$ cat config.mk
export PLATFORM = sky130hd
export DESIGN_NAME = axi_write_vector_flat
export DESIGN_NICKNAME = d
export VERILOG_FILES = /design/src/rtl/vec_stream_pkg.sv /design/src/rtl/axi_stream_if.sv /design/src/rtl/axi_write_vector.sv /design/src/flat_wrapper.sv
export SDC_FILE = /design/constraint.sdc
export NUM_CORES = 1
export LEC_CHECK = 0
export ABC_AREA = 1
export ABC_CLOCK_PERIOD_IN_PS = 3950
export CORE_ASPECT_RATIO = 1.1
export CORE_MARGIN = 2
export CORE_UTILIZATION = 45
export DETAILED_ROUTE_END_ITERATION = 16
export GPL_ROUTABILITY_DRIVEN = 0
export PLACE_DENSITY = 0.73
export SYNTH_ARGS = -nofsm -noshare
export SYNTH_HDL_FRONTEND = slang
export SYNTH_SLANG_ARGS = --single-unit
$ cat constraint.sdc
create_clock -name clk -period 3.95 [get_ports clk]
set_input_delay 0.79 -clock clk [delete_from_list [all_inputs] [get_ports clk]]
set_output_delay 0.79 -clock clk [all_outputs]
set_load 0.1 [all_outputs]
$ cat src/rtl/vec_stream_pkg.sv
// Shared sizing helpers for the vector stream reader/writer pair.
// Both sides derive chunk counts from the same functions.
package vec_stream_pkg;

    function automatic int num_chunks(input int len, input int width);
        return (len + width - 1) / width;
    endfunction

    function automatic int max_chunks(input int max_len, input int width);
        return num_chunks(max_len, width);
    endfunction

    function automatic int cnt_width(input int max_len, input int width);
        int n;
        n = max_chunks(max_len, width);
        return (n > 1) ? $clog2(n) : 1;
    endfunction

endpackage

$ cat src/rtl/axi_stream_if.sv
// Minimal AXI-stream bundle shared by vector producer and consumer.
interface axi_stream_if #(
    parameter int DATA_W = 8
);
    logic              tvalid;
    logic              tready;
    logic              tlast;
    logic [DATA_W-1:0] tdata;

    modport master (output tvalid, output tlast, output tdata, input tready);
    modport slave  (input tvalid, input tlast, input tdata, output tready);
endinterface

$ cat src/rtl/axi_write_vector.sv
// Serialises a captured bit vector into AXI-stream beats, LSB chunk first.
module axi_write_vector
    import vec_stream_pkg::*;
#(
    parameter int MAX_VEC_LENGTH = 64,
    parameter int AXI_DATA_WIDTH = 8,
    parameter int LEN_W          = $clog2(MAX_VEC_LENGTH + 1)
) (
    input  logic                      clk,
    input  logic                      rst,
    input  logic                      start,
    input  logic [LEN_W-1:0]          vec_length,
    input  logic [MAX_VEC_LENGTH-1:0] vec,
    axi_stream_if.master              data_out,
    output logic                      idle,
    output logic                      done
);

    localparam int MAX_CHUNKS = max_chunks(MAX_VEC_LENGTH, AXI_DATA_WIDTH);
    localparam int CNT_W      = cnt_width(MAX_VEC_LENGTH, AXI_DATA_WIDTH);
    localparam int BUF_W      = MAX_CHUNKS * AXI_DATA_WIDTH;

    typedef enum logic [1:0] {
        S_IDLE,
        S_SEND,
        S_DONE
    } state_t;

    state_t             r_state;
    logic [BUF_W-1:0]   r_buf;
    logic [CNT_W-1:0]   r_chunk;
    logic [CNT_W-1:0]   r_last;

    logic [LEN_W-1:0]   w_eff_len;
    logic [BUF_W-1:0]   w_buf_in;
    logic [CNT_W-1:0]   w_next;
    int                 w_nchunks;

    assign w_eff_len = (vec_length > LEN_W'(MAX_VEC_LENGTH))
                     ? LEN_W'(MAX_VEC_LENGTH) : vec_length;

    // Zero everything at or above the effective length, including padding.
    always_comb begin
        w_buf_in = '0;
        w_buf_in[MAX_VEC_LENGTH-1:0] = vec;
        for (int i = 0; i < BUF_W; i++) begin
            if (i >= int'(w_eff_len)) begin
                w_buf_in[i] = 1'b0;
            end
        end
    end

    assign w_nchunks = num_chunks(int'(w_eff_len), AXI_DATA_WIDTH);
    assign w_next    = r_chunk + 1'b1;

    always_ff @(posedge clk) begin
        if (rst) begin
            r_state         <= S_IDLE;
            r_buf           <= '0;
            r_chunk         <= '0;
            r_last          <= '0;
            idle            <= 1'b1;
            done            <= 1'b0;
            data_out.tvalid <= 1'b0;
            data_out.tlast  <= 1'b0;
            data_out.tdata  <= '0;
        end else begin
            done <= 1'b0;
            unique case (r_state)
                S_IDLE: begin
                    if (start) begin
                        r_buf   <= w_buf_in;
                        r_chunk <= '0;
                        r_last  <= CNT_W'(w_nchunks - 1);
                        idle    <= 1'b0;
                        if (w_eff_len == '0) begin
                            r_state <= S_DONE;
                            done    <= 1'b1;
                        end else begin
                            r_state         <= S_SEND;
                            data_out.tvalid <= 1'b1;
                            data_out.tdata  <= w_buf_in[AXI_DATA_WIDTH-1:0];
                            data_out.tlast  <= (w_nchunks == 1);
                        end
                    end
                end
                S_SEND: begin
                    if (data_out.tready) begin
                        if (data_out.tlast) begin
                            r_state         <= S_DONE;
                            done            <= 1'b1;
                            data_out.tvalid <= 1'b0;
                            data_out.tlast  <= 1'b0;
                            data_out.tdata  <= '0;
                        end else begin
                            r_chunk        <= w_next;
                            data_out.tdata <= r_buf[int'(w_next)*AXI_DATA_WIDTH +: AXI_DATA_WIDTH];
                            data_out.tlast <= (w_next == r_last);
                        end
                    end
                end
                S_DONE: begin
                    r_state <= S_IDLE;
                    idle    <= 1'b1;
                end
                default: begin
                    r_state <= S_IDLE;
                    idle    <= 1'b1;
                end
            endcase
        end
    end

endmodule

$ cat src/flat_wrapper.sv
// flat-port wrapper written by rule: the top's interface ports become plain ports
module axi_write_vector_flat import vec_stream_pkg::*;
#(
    parameter int MAX_VEC_LENGTH = 64,
    parameter int AXI_DATA_WIDTH = 8,
    parameter int LEN_W          = $clog2(MAX_VEC_LENGTH + 1)
)
  (clk, rst, start, vec_length, vec, idle, done, data_out_tvalid, data_out_tlast, data_out_tdata, data_out_tready);
  axi_stream_if #(.DATA_W((8))) data_out_i ();
  input  logic clk;
  input  logic rst;
  input  logic start;
  input  logic [LEN_W-1:0] vec_length;
  input  logic [MAX_VEC_LENGTH-1:0] vec;
  output logic idle;
  output logic done;
  output wire logic [$bits(data_out_i.tvalid)-1:0] data_out_tvalid;
  output wire logic [$bits(data_out_i.tlast)-1:0] data_out_tlast;
  output wire logic [$bits(data_out_i.tdata)-1:0] data_out_tdata;
  input wire logic [$bits(data_out_i.tready)-1:0] data_out_tready;
  assign data_out_tvalid = data_out_i.tvalid;
  assign data_out_tlast = data_out_i.tlast;
  assign data_out_tdata = data_out_i.tdata;
  assign data_out_i.tready = data_out_tready;
  axi_write_vector #(.MAX_VEC_LENGTH(MAX_VEC_LENGTH), .AXI_DATA_WIDTH(AXI_DATA_WIDTH), .LEN_W(LEN_W)) u_core (.clk(clk), .rst(rst), .start(start), .vec_length(vec_length), .vec(vec), .data_out(data_out_i), .idle(idle), .done(done));
endmodule
==> impl_metrics.py, run 1 <==
metrics = {
    "power": {
        "powerDensity_nw_per_um2": 475,
        "seq_power_share_pct": 33.8,
        "comb_power_share_pct": 32.9,
        "p_switching_uw": 1100,
        "ir_drop_mv": 0.287,
        "p_sw_share_pct": 37.1,
        "intPower_uw": 1870,
        "p_leak_uw": 0.00244,
        "fin_total_pwr_uw": 2970,
        "clkPwrFrac_pct": 33.4,
    },
    "clock_tree": {
        "cts.htree.levels": 3,
        "root_buffer": "clkbuf_16",
        "post_cts_buffers": 0,
        "clkSinkCount": 84,
        "cts_resized": 0,
        "cts_hold_buf": 0,
        "insertion_delay_ps": 340,
        "path_clk_slew_ps": 70,
        "cts_tree": "yes",
        "cts-buffers-inserted": 9,
        "clock_path_buffers": 2,
    },
    "route": {
        "first_iter_violations": 567,
        "routedWlPerCell_um": 18.1,
        "postRouteAntennaNets": 0,
        "vias_per_cell": 5.92,
        "wirelength_met1_mm": 6.76,
        "drc": 0,
        "top_layer_used": "met4",
        "met3_length_mm": 1.73,
        "wl_met2_mm": 8.11,
        "routed-via-count": 5741,
        "firstDrtPassIters": 7,
        "drt-total-wl_mm": 17.5,
    },
    "run": {
        "maxCapViolations": 0,
    },
    "setup_path": {
        "crit_fanout": 5,
        "crit_path_start_kind": "input port",
        "cp_data_required_time_ps": 4230,
        "worstSetupEndpointType": "flip-flop",
        "crit_arrival_ps": 3850,
        "path_class": "input port to flip-flop",
    },
    "floorplan": {
        "die_area_um2": 11600,
        "start_util_pct": 46.2,
        "dieHeight_um": 113,
        "io_pins": 87,
        "core_um2": 10400,
        "row_count": 39,
        "fp.dieW_um": 103,
    },
    "sta": {
        "period_share_pct": 90.6,
        "skew_ps": 4.99,
        "final_max_slew_viol_count": 0,
        "worstMarginPinSlew_ps": 1100,
        "worst_slack_ps": 372,
        "whs_ps": 464,
        "slew_headroom_pct": 26.9,
        "fmaxAchievable_ghz": 0.279,
        "hold_violations": 0,
        "period_needed_ps": 3580,
        "setup-violations-final": 0,
    },
    "finish": {
        "drive_gt1_share_pct": 7.13,
        "final_nets": 909,
        "stdcell_count": 970,
        "antennaDiodeCount": 0,
        "final_common_cell": "nand2_1",
        "layout_common_cells": "nand2_1 (180), nor2_1 (90), clkdlybuf4s50_1 (84), dfxtp_1 (84), a21oi_1 (75)",
        "design_area_um2": 6250,
        "area_delta_synth_final_pct": 29.5,
    },
    "global_routing": {
        "grt_pass1_vias": 5402,
        "grt_pass1_wl_mm": 27.4,
        "grt_antenna_before_repair": 0,
        "grt-ovfl-total": 0,
        "grt_util_all_layers_pct": 30.8,
        "grt_max_degree": 66,
    },
    "place": {
        "hpwlAfterDp_mm": 12.6,
        "portBuffers": 86,
        "pre_cts_ws_ps": -42.2,
        "place_area_um2": 5900,
        "place_inst": 954,
    },
    "synthesis": {
        "ys_seq_area_share_pct": 34.8,
        "syn_avg_cell_area_um2": 6.59,
        "ys_types": 35,
        "netlist_instances": 733,
        "netlist_area_um2": 4830,
        "synth-seq-cells": 84,
        "ys_warn_count": 0,
    },
    "run_status": {
        "outcome": "completed",
    },
    "worst_hold_path": {
        "hp-class": "flip-flop to flip-flop",
    },
}
==> critical path, cell delays in order <==
cell             delay (ps)
clkdlybuf4s50_1         490
inv_2                    60
nand2_1                  70
inv_1                    90
ha_2                    210
inv_1                    80
nand2_1                  70
nand2_1                 100
nand3_1                 130
nor2_2                  170
ha_1                    200
o21ai_0                  90
inv_1                    70
ha_1                    170
ha_2                    230
inv_1                    80
nor2_1                  140
nand3_1                  90
nor2_1                  140
nor2_1                   60
nor2_1                  100
nand3_1                 100
a21oi_1                 130
==> area by class of cell <==
class	count	area (µm²)
clock buffers	9	225
clock inverters	7	124
fillers	1027	4190
inverters	64	240
multi-input cells	557	2800
flip-flops and latches	84	1680
well taps	143	179
repair buffers	106	1010
==> per-stage QoR <==
stage / TNS, ps / utilization (%)
3_5_place_dp: -42.2 / 56.5
2_1_floorplan: 0 / -
4_1_cts: 0 / 59.8
3_3_place_gp: 0 / 56.5
6_report: 0 / 59.9
5_1_grt: -3.51 / 59.9
==> per-layer routing <==
layer,up-vias,global-route usage [%]
li1,2665,-
met4,0,16.6
met3,76,7.22
met5,-,0
met2,371,49.4
met1,2629,37.8
==> sequential cells by signal, indices dropped and copies added (netlist names) <==
register                flops
u_core.r_state              2
u_core.r_chunk              3
u_core.data_out.tlast       1
u_core.data_out.tdata       8
u_core.done                 1
u_core.r_buf               64
u_core.data_out.tvalid      1
u_core.idle                 1
u_core.r_last               3
==> worst paths after layout <==
kind | to | cells past startpoint | from | slack, ps
min reg2reg | u_core.r_buf[57] | 2 | u_core.r_buf[57] | 460
max reg2reg | u_core.data_out.tdata[1] | 9 | u_core.r_chunk[0] | 780
min | u_core.r_buf[57] | 2 | u_core.r_buf[57] | 460
max | u_core.data_out.tlast | 23 | vec_length[6] | 370
==> logic make-up after synthesis <==
family                     share of synthesized area, %
AOI/OAI and AO/OA                                  22.5
xor gates and xnor gates                          0.907
adders and majority gates                          3.11
buffers and inverters                              7.54
DFF                                                34.8
other                                            0.0777
and+or+nand+nor                                    31.0
==> synth_stat cells <==
| library cell | number | area share [%] |
|---|---|---|
| o21ai_4 | 1 | 0.34 |
| nor2_4 | 1 | 0.23 |
| a31oi_1 | 1 | 0.13 |
| a21oi_1 | 75 | 7.8 |
| ha_1 | 12 | 3.1 |
| clkinv_1 | 1 | 0.078 |
| a41oi_1 | 1 | 0.18 |
| xor2_1 | 2 | 0.36 |
| clkbuf_4 | 1 | 0.16 |
| clkbuf_1 | 23 | 1.8 |
| nand2_4 | 2 | 0.47 |
| nand2_1 | 181 | 14 |
| o21ai_2 | 1 | 0.18 |
| nor2_2 | 2 | 0.26 |
| o211ai_1 | 14 | 2.2 |
| conb_1 | 1 | 0.078 |
| dfxtp_1 | 84 | 35 |
| nand3_1 | 41 | 4.2 |
| a211oi_1 | 1 | 0.16 |
| o21ai_0 | 60 | 6.2 |
| o22ai_1 | 1 | 0.13 |
| nor2_1 | 91 | 7.1 |
| nand3_2 | 1 | 0.21 |
| buf_1 | 1 | 0.078 |
| buf_2 | 3 | 0.31 |
| nor3_1 | 4 | 0.41 |
| buf_6 | 1 | 0.23 |
| xnor2_1 | 3 | 0.54 |
| o2111ai_1 | 12 | 2.2 |
| nand2_2 | 5 | 0.65 |
| o221ai_1 | 16 | 2.9 |
| inv_1 | 58 | 4.5 |
| inv_2 | 5 | 0.39 |
| a32oi_1 | 1 | 0.18 |
| nand4_1 | 26 | 3.4 |
==> power groups by stage <==
| stage | clock network (µW) | logic [µW] | registers (µW) |
|---|---|---|---|
| 3_5_place_dp | 0 | 953 | 1020 |
| 6_report | 991 | 976 | 1000 |
| 3_3_place_gp | 0 | 942 | 1020 |
| 2_1_floorplan | 0 | 464 | 1200 |
| 5_1_grt | 1030 | 1040 | 1010 |
| 4_1_cts | 985 | 958 | 1000 |
(Power assumes the default switching activity.)
==> inputs of run 2 (changes only) <==
CORE_ASPECT_RATIO = not set   (was 1.1)
CORE_MARGIN = not set   (was 2)
==> run 2 against run 1 <==
Against the previous run:
- register-to-register slack worse by 150 ps
- highest routed layer unchanged
- largest cell class unchanged
- via count up 0.75%
- die area down 3.7%
- utilization down 0.41 points
==> impl_metrics.py, run 2 (synthesized netlist as in run 1, its figures left out) <==
metrics = {
    "sta": {
        "tns_ps": 0,
        "hold_violations": 0,
        "worst_slack_ps": 394,
        "worstMarginPinSlew_ps": 1150,
        "setup-violations-final": 0,
        "slew_headroom_pct": 22.8,
        "whs_ps": 469,
        "period_share_pct": 90.0,
        "fmaxAchievable_ghz": 0.281,
        "period_needed_ps": 3560,
        "final_max_slew_viol_count": 0,
        "skew_ps": 6.87,
        "rsz0062_at_grt": "false",
    },
    "route": {
        "top_layer_used": "met4",
        "routed-via-count": 5784,
        "routedWlPerCell_um": 18.1,
        "wl_met2_mm": 8.06,
        "vias_per_cell": 6.00,
        "firstDrtPassIters": 12,
        "first_iter_violations": 657,
        "drt-total-wl_mm": 17.4,
        "drc": 0,
        "postRouteAntennaNets": 0,
        "wirelength_met1_mm": 6.69,
        "met3_length_mm": 1.85,
    },
    "finish": {
        "area_delta_synth_final_pct": 27.8,
        "stdcell_count": 964,
        "final_nets": 910,
        "final_common_cell": "nand2_1",
        "drive_gt1_share_pct": 7.37,
        "reg_top3": "u_core.r_buf: 64 flops, u_core.data_out.tdata: 8 flops",
        "regMostFlops": "u_core.r_buf",
        "antennaDiodeCount": 0,
        "layout_common_cells": "nand2_1 (180), nor2_1 (90), clkdlybuf4s50_1 (84), dfxtp_1 (84), a21oi_1 (75)",
        "largest_reg_flops": 64,
    },
    "floorplan": {
        "die_area_um2": 11100,
        "start_util_pct": 46.6,
        "dieHeight_um": 106,
        "io_pins": 87,
        "row_count": 37,
        "fp.dieW_um": 106,
        "core_um2": 10400,
    },
    "worst_hold_path": {
        "holdPathStages": 2,
        "hp-class": "flip-flop to flip-flop",
    },
    "setup_path": {
        "path_buf_inv": 6,
        "cp_num_cells": 23,
        "cp_data_required_time_ps": 4250,
        "worstSetupEndpointType": "flip-flop",
        "crit_arrival_ps": 3860,
        "rr_worst_depth": 9,
        "crit_chain": "clkdlybuf4s50_1 -> inv_2 -> nand2_1 -> inv_1 -> ha_4 -> inv_1 -> nand2_1 -> nand2_1 -> nand3_2 -> nor2_2 -> ha_1 -> o21ai_0 -> inv_1 -> ha_1 -> ha_2 -> inv_1 -> nor2_1 -> nand3_1 -> nor2_1 -> nor2_1 -> nor2_1 -> nand3_1 -> a21oi_1",
        "cp_slowest_stage_delay_ps": 490,
        "cp_top_family": "simple AND/OR/NAND/NOR gates",
        "crit_path_start_kind": "input port",
        "slowest_stage": "clkdlybuf4s50_1",
        "crit_fanout": 6,
        "path_class": "input port to flip-flop",
    },
    "clock_tree": {
        "cts-buffers-inserted": 9,
        "cts_tree": "yes",
        "clock_path_buffers": 2,
        "cts.htree.levels": 3,
        "insertion_delay_ps": 370,
        "clkSinkCount": 84,
        "path_clk_slew_ps": 90,
        "root_buffer": "clkbuf_8",
    },
    "place": {
        "place_inst": 947,
        "portBuffers": 86,
        "hpwlAfterDp_mm": 12.4,
        "pre_cts_ws_ps": -169,
    },
    "power": {
        "p_leak_uw": 0.00240,
        "ir_drop_mv": 0.205,
        "fin_total_pwr_uw": 2740,
        "powerDensity_nw_per_um2": 445,
    },
    "global_routing": {
        "grt-ovfl-total": 0,
        "grt_pass1_vias": 5452,
        "grt_antenna_before_repair": 0,
        "grt_util_all_layers_pct": 31.6,
        "grt_pass1_wl_mm": 27.3,
        "grt_max_degree": 66,
    },
    "run_status": {
        "outcome": "completed",
    },
    "run": {
        "maxCapViolations": 0,
    },
}
run 2: changes by cell type in the layout (fill, tap and decap cells not counted), sizes merged:
cell      change
buf           +1
clkbuf        +1
clkinv        -1
clkinvlp      +1
inv           -1
run 2: final cells by class:
type	count	area, µm²
fill	996	4200
multi-input combinational	557	2810
sequential	84	1680
timing repair buffer	107	1020
inverter	64	240
tap	136	170
clock buffer	10	138
clock inverter	6	111
run 2: routing by layer:
metal / up-vias / track usage [%]
met2: 380 / 51.6
met3: 65 / 5.32
met1: 2676 / 39.8
met4: 0 / 16.7
met5: - / 0
li1: 2663 / -
run 2: per-stage QoR:
step	area (µm²)	utilization, %
after detailed placement	5890	56.8
after global placement	5890	56.8
after CTS	6140	59.2
final	6170	59.5
after floorplan	4830	-
after global routing	6170	59.5
run 2: worst register-to-register path: cells and delay by family, from the launching register on:
family / cells / cell delay (ps)
DFF: 1 / 300
and+or+nand+nor: 1 / 160
buffers and inverters: 3 / 1030
adders and majority gates: 1 / 270
AOI/OAI and AO/OA: 3 / 610
xor gates and xnor gates: 1 / 890
run 2: final timing paths:
| kind | from | endpoint | slack [ps] |
|---|---|---|---|
| max | vec_length[6] | u_core.data_out.tlast | 390 |
| min | u_core.r_buf[31] | u_core.r_buf[31] | 470 |
| max reg2reg | u_core.r_chunk[0] | u_core.data_out.tdata[1] | 630 |
| min reg2reg | u_core.r_buf[31] | u_core.r_buf[31] | 470 |
run 2: report_power, final:
| group | switching, µW | leakage, µW | internal (µW) | total (µW) |
|---|---|---|---|---|
| sequential | 54.1 | 0.000689 | 946 | 1000 |
| clock | 326 | 0.000122 | 437 | 763 |
| combinational | 679 | 0.00159 | 301 | 981 |
| total | 1060 | 0.00240 | 1680 | 2740 |
run 2: repair_timing:
| item | 4_1_cts | 5_1_grt |
|---|---|---|
| setup endpoints to repair | 0 | 3 |
| buffers inserted | 0 | 1 |
| resized for setup | 0 | 6 |
| hold buffers | 0 | 0 |
| hold endpoints to repair | 0 | 0 |
==> patch (flow settings as in run 2) <==
Make the reset (`rst`) asynchronous in one clocked block.
--- a/src/rtl/axi_write_vector.sv
+++ b/src/rtl/axi_write_vector.sv
@@ -55,3 +55,3 @@
 
-    always_ff @(posedge clk) begin
+    always_ff @(posedge clk or posedge rst) begin
         if (rst) begin
Check against the original RTL: differs if rst is asserted again (counterexample within 4 cycles, from zero or initial values and one cycle with rst high); with rst held inactive, the same outputs for 4 cycles.
==> patch against run 2 <==
Synthesized area up 5.5%; synthesized cell count is 9.0% lower; sequential cell count stayed put; global-route usage shrank 0.096 points; via count decreased by 5.2%; maximum frequency down 3.1%; setup slack worse by 0.11 ns; cell area increased by 7.8%; utilization increased by 1.3 points; routed wire length is 0.81% higher; highest routed layer unchanged.
Power is not compared: it rests on default switching activity, and its combinational part moved more than twofold at a synthesized area within 25%.
==> patch: results (changes against run 2) <==
- Post-layout instance area: 0.006649 mm² (+7.8%)
- Start of the worst register-to-register path: u_core.r_chunk[0]
- Wire length of the first global-routing pass: 27920 µm (+2.3%)
- Clock input transition at the sequential cells of the worst setup and hold paths: 0.06 ns (-0.03 ns)
- DR pass1 iterations: 6 (-6)
- Layout cells sized above 1: 11.14% (+3.8 points)
- Capturing element of the worst setup path: u_core.data_out.tlast
- Placement Cell Area: 0.006306 mm² (+7.1%)
- Cell chosen for the clock root: sky130_fd_sc_hd__clkbuf_16
- Hold Startpoint: u_core.data_out.tdata[6]
- Slew at the pin closest to its max-slew limit: 1.095 ns (-0.05447 ns)
- Depth of the worst register-to-register path: 7 (-2)
- Total number of vias: 5484 (-5.2%)
- CP delay by family, top: adder cells
- Starting DRT DRC Count: 802 (+22%)
- Status: completed
- Maximum number of pins on one net before global-route repair: 85 (+29%)
- Number of cells after detailed placement: 905 (-4.4%)
- Hold Path End: u_core.data_out.tdata[6]
- Insertion delay of the later-clocked pin in the worst-skew pair: 0.34 ns (-0.03 ns)
- Number of inserted filler cells in the final layout: 988 (-0.80%)
- Vias in the first global route: 5303 (-2.7%)
- Post-Route Skew: 0.006346 ns (-0.0005285 ns)
- Crit Reg-Reg Endpoint: u_core.data_out.tdata[4]
- Distinct cell type count after synthesis: 42 (+20%)
- Setup crit start: vec_length[3]
- Post-Synth Adder-Cell Area: 2.948% (-0.16 points)
- FFs w/ async S/R, synth: 100.0% (+100 points)
- CP Max Fanout: 3 (-3)
[patch: worst reg2reg max path, stage by stage, from the launching register on]
cell,delay [ns]
sky130_fd_sc_hd__dfrtp_1,0.35
sky130_fd_sc_hd__buf_4,0.24
sky130_fd_sc_hd__ha_1,0.55
sky130_fd_sc_hd__inv_1,0.69
sky130_fd_sc_hd__o21ai_0,0.23
sky130_fd_sc_hd__o221ai_1,0.29
sky130_fd_sc_hd__a32oi_1,0.17
sky130_fd_sc_hd__o21ai_0,0.21
[patch: final cells by class]
class | instances | share of cell area (%)
clock buffers | 13 | 3.914
multi-input cells | 489 | 39.71
well taps | 140 | 2.635
repair buffers | 119 | 16.90
clock inverters | 3 | 1.035
inverters | 73 | 4.178
flip-flops and latches | 84 | 31.63
[patch: power by group]
group	internal, W	switching (W)
sequential	0.00126	0.000238
combinational	0.000647	0.00138
clock	0.000590	0.000344
total	0.00249	0.00196
[patch: metrics by stage]
step                      worst slack [ns]  TNS, ns  total power (W)  hold WS (ns)
after floorplan                     0.4683        0         0.002848        0.4438
after global placement             0.08309        0         0.003417        0.4561
after detailed placement           -0.1359  -0.1359         0.003480        0.4611
after CTS                           0.1952        0         0.004410        0.4769
after global routing               0.01164        0         0.004698        0.4912
final                               0.2803        0         0.004452        0.4774
[patch: cell families after synthesis]
family / count (synthesis)
AND/OR/NAND/NOR: 301
buffers and inverters: 95
adder cells (fa/ha/maj): 12
XOR/XNOR: 5
other: 1
AO/OA/AOI/OAI: 169
flip-flops: 84
[patch: layer usage]
metal  global-route usage, %  up-vias  share of wire, %
met5                       0        -                 0
met4                   9.459        0               2.5
met3                   5.304       59                11
met2                   49.55      378                45
met1                   44.33     2561                41
li1                        -     2486                 -
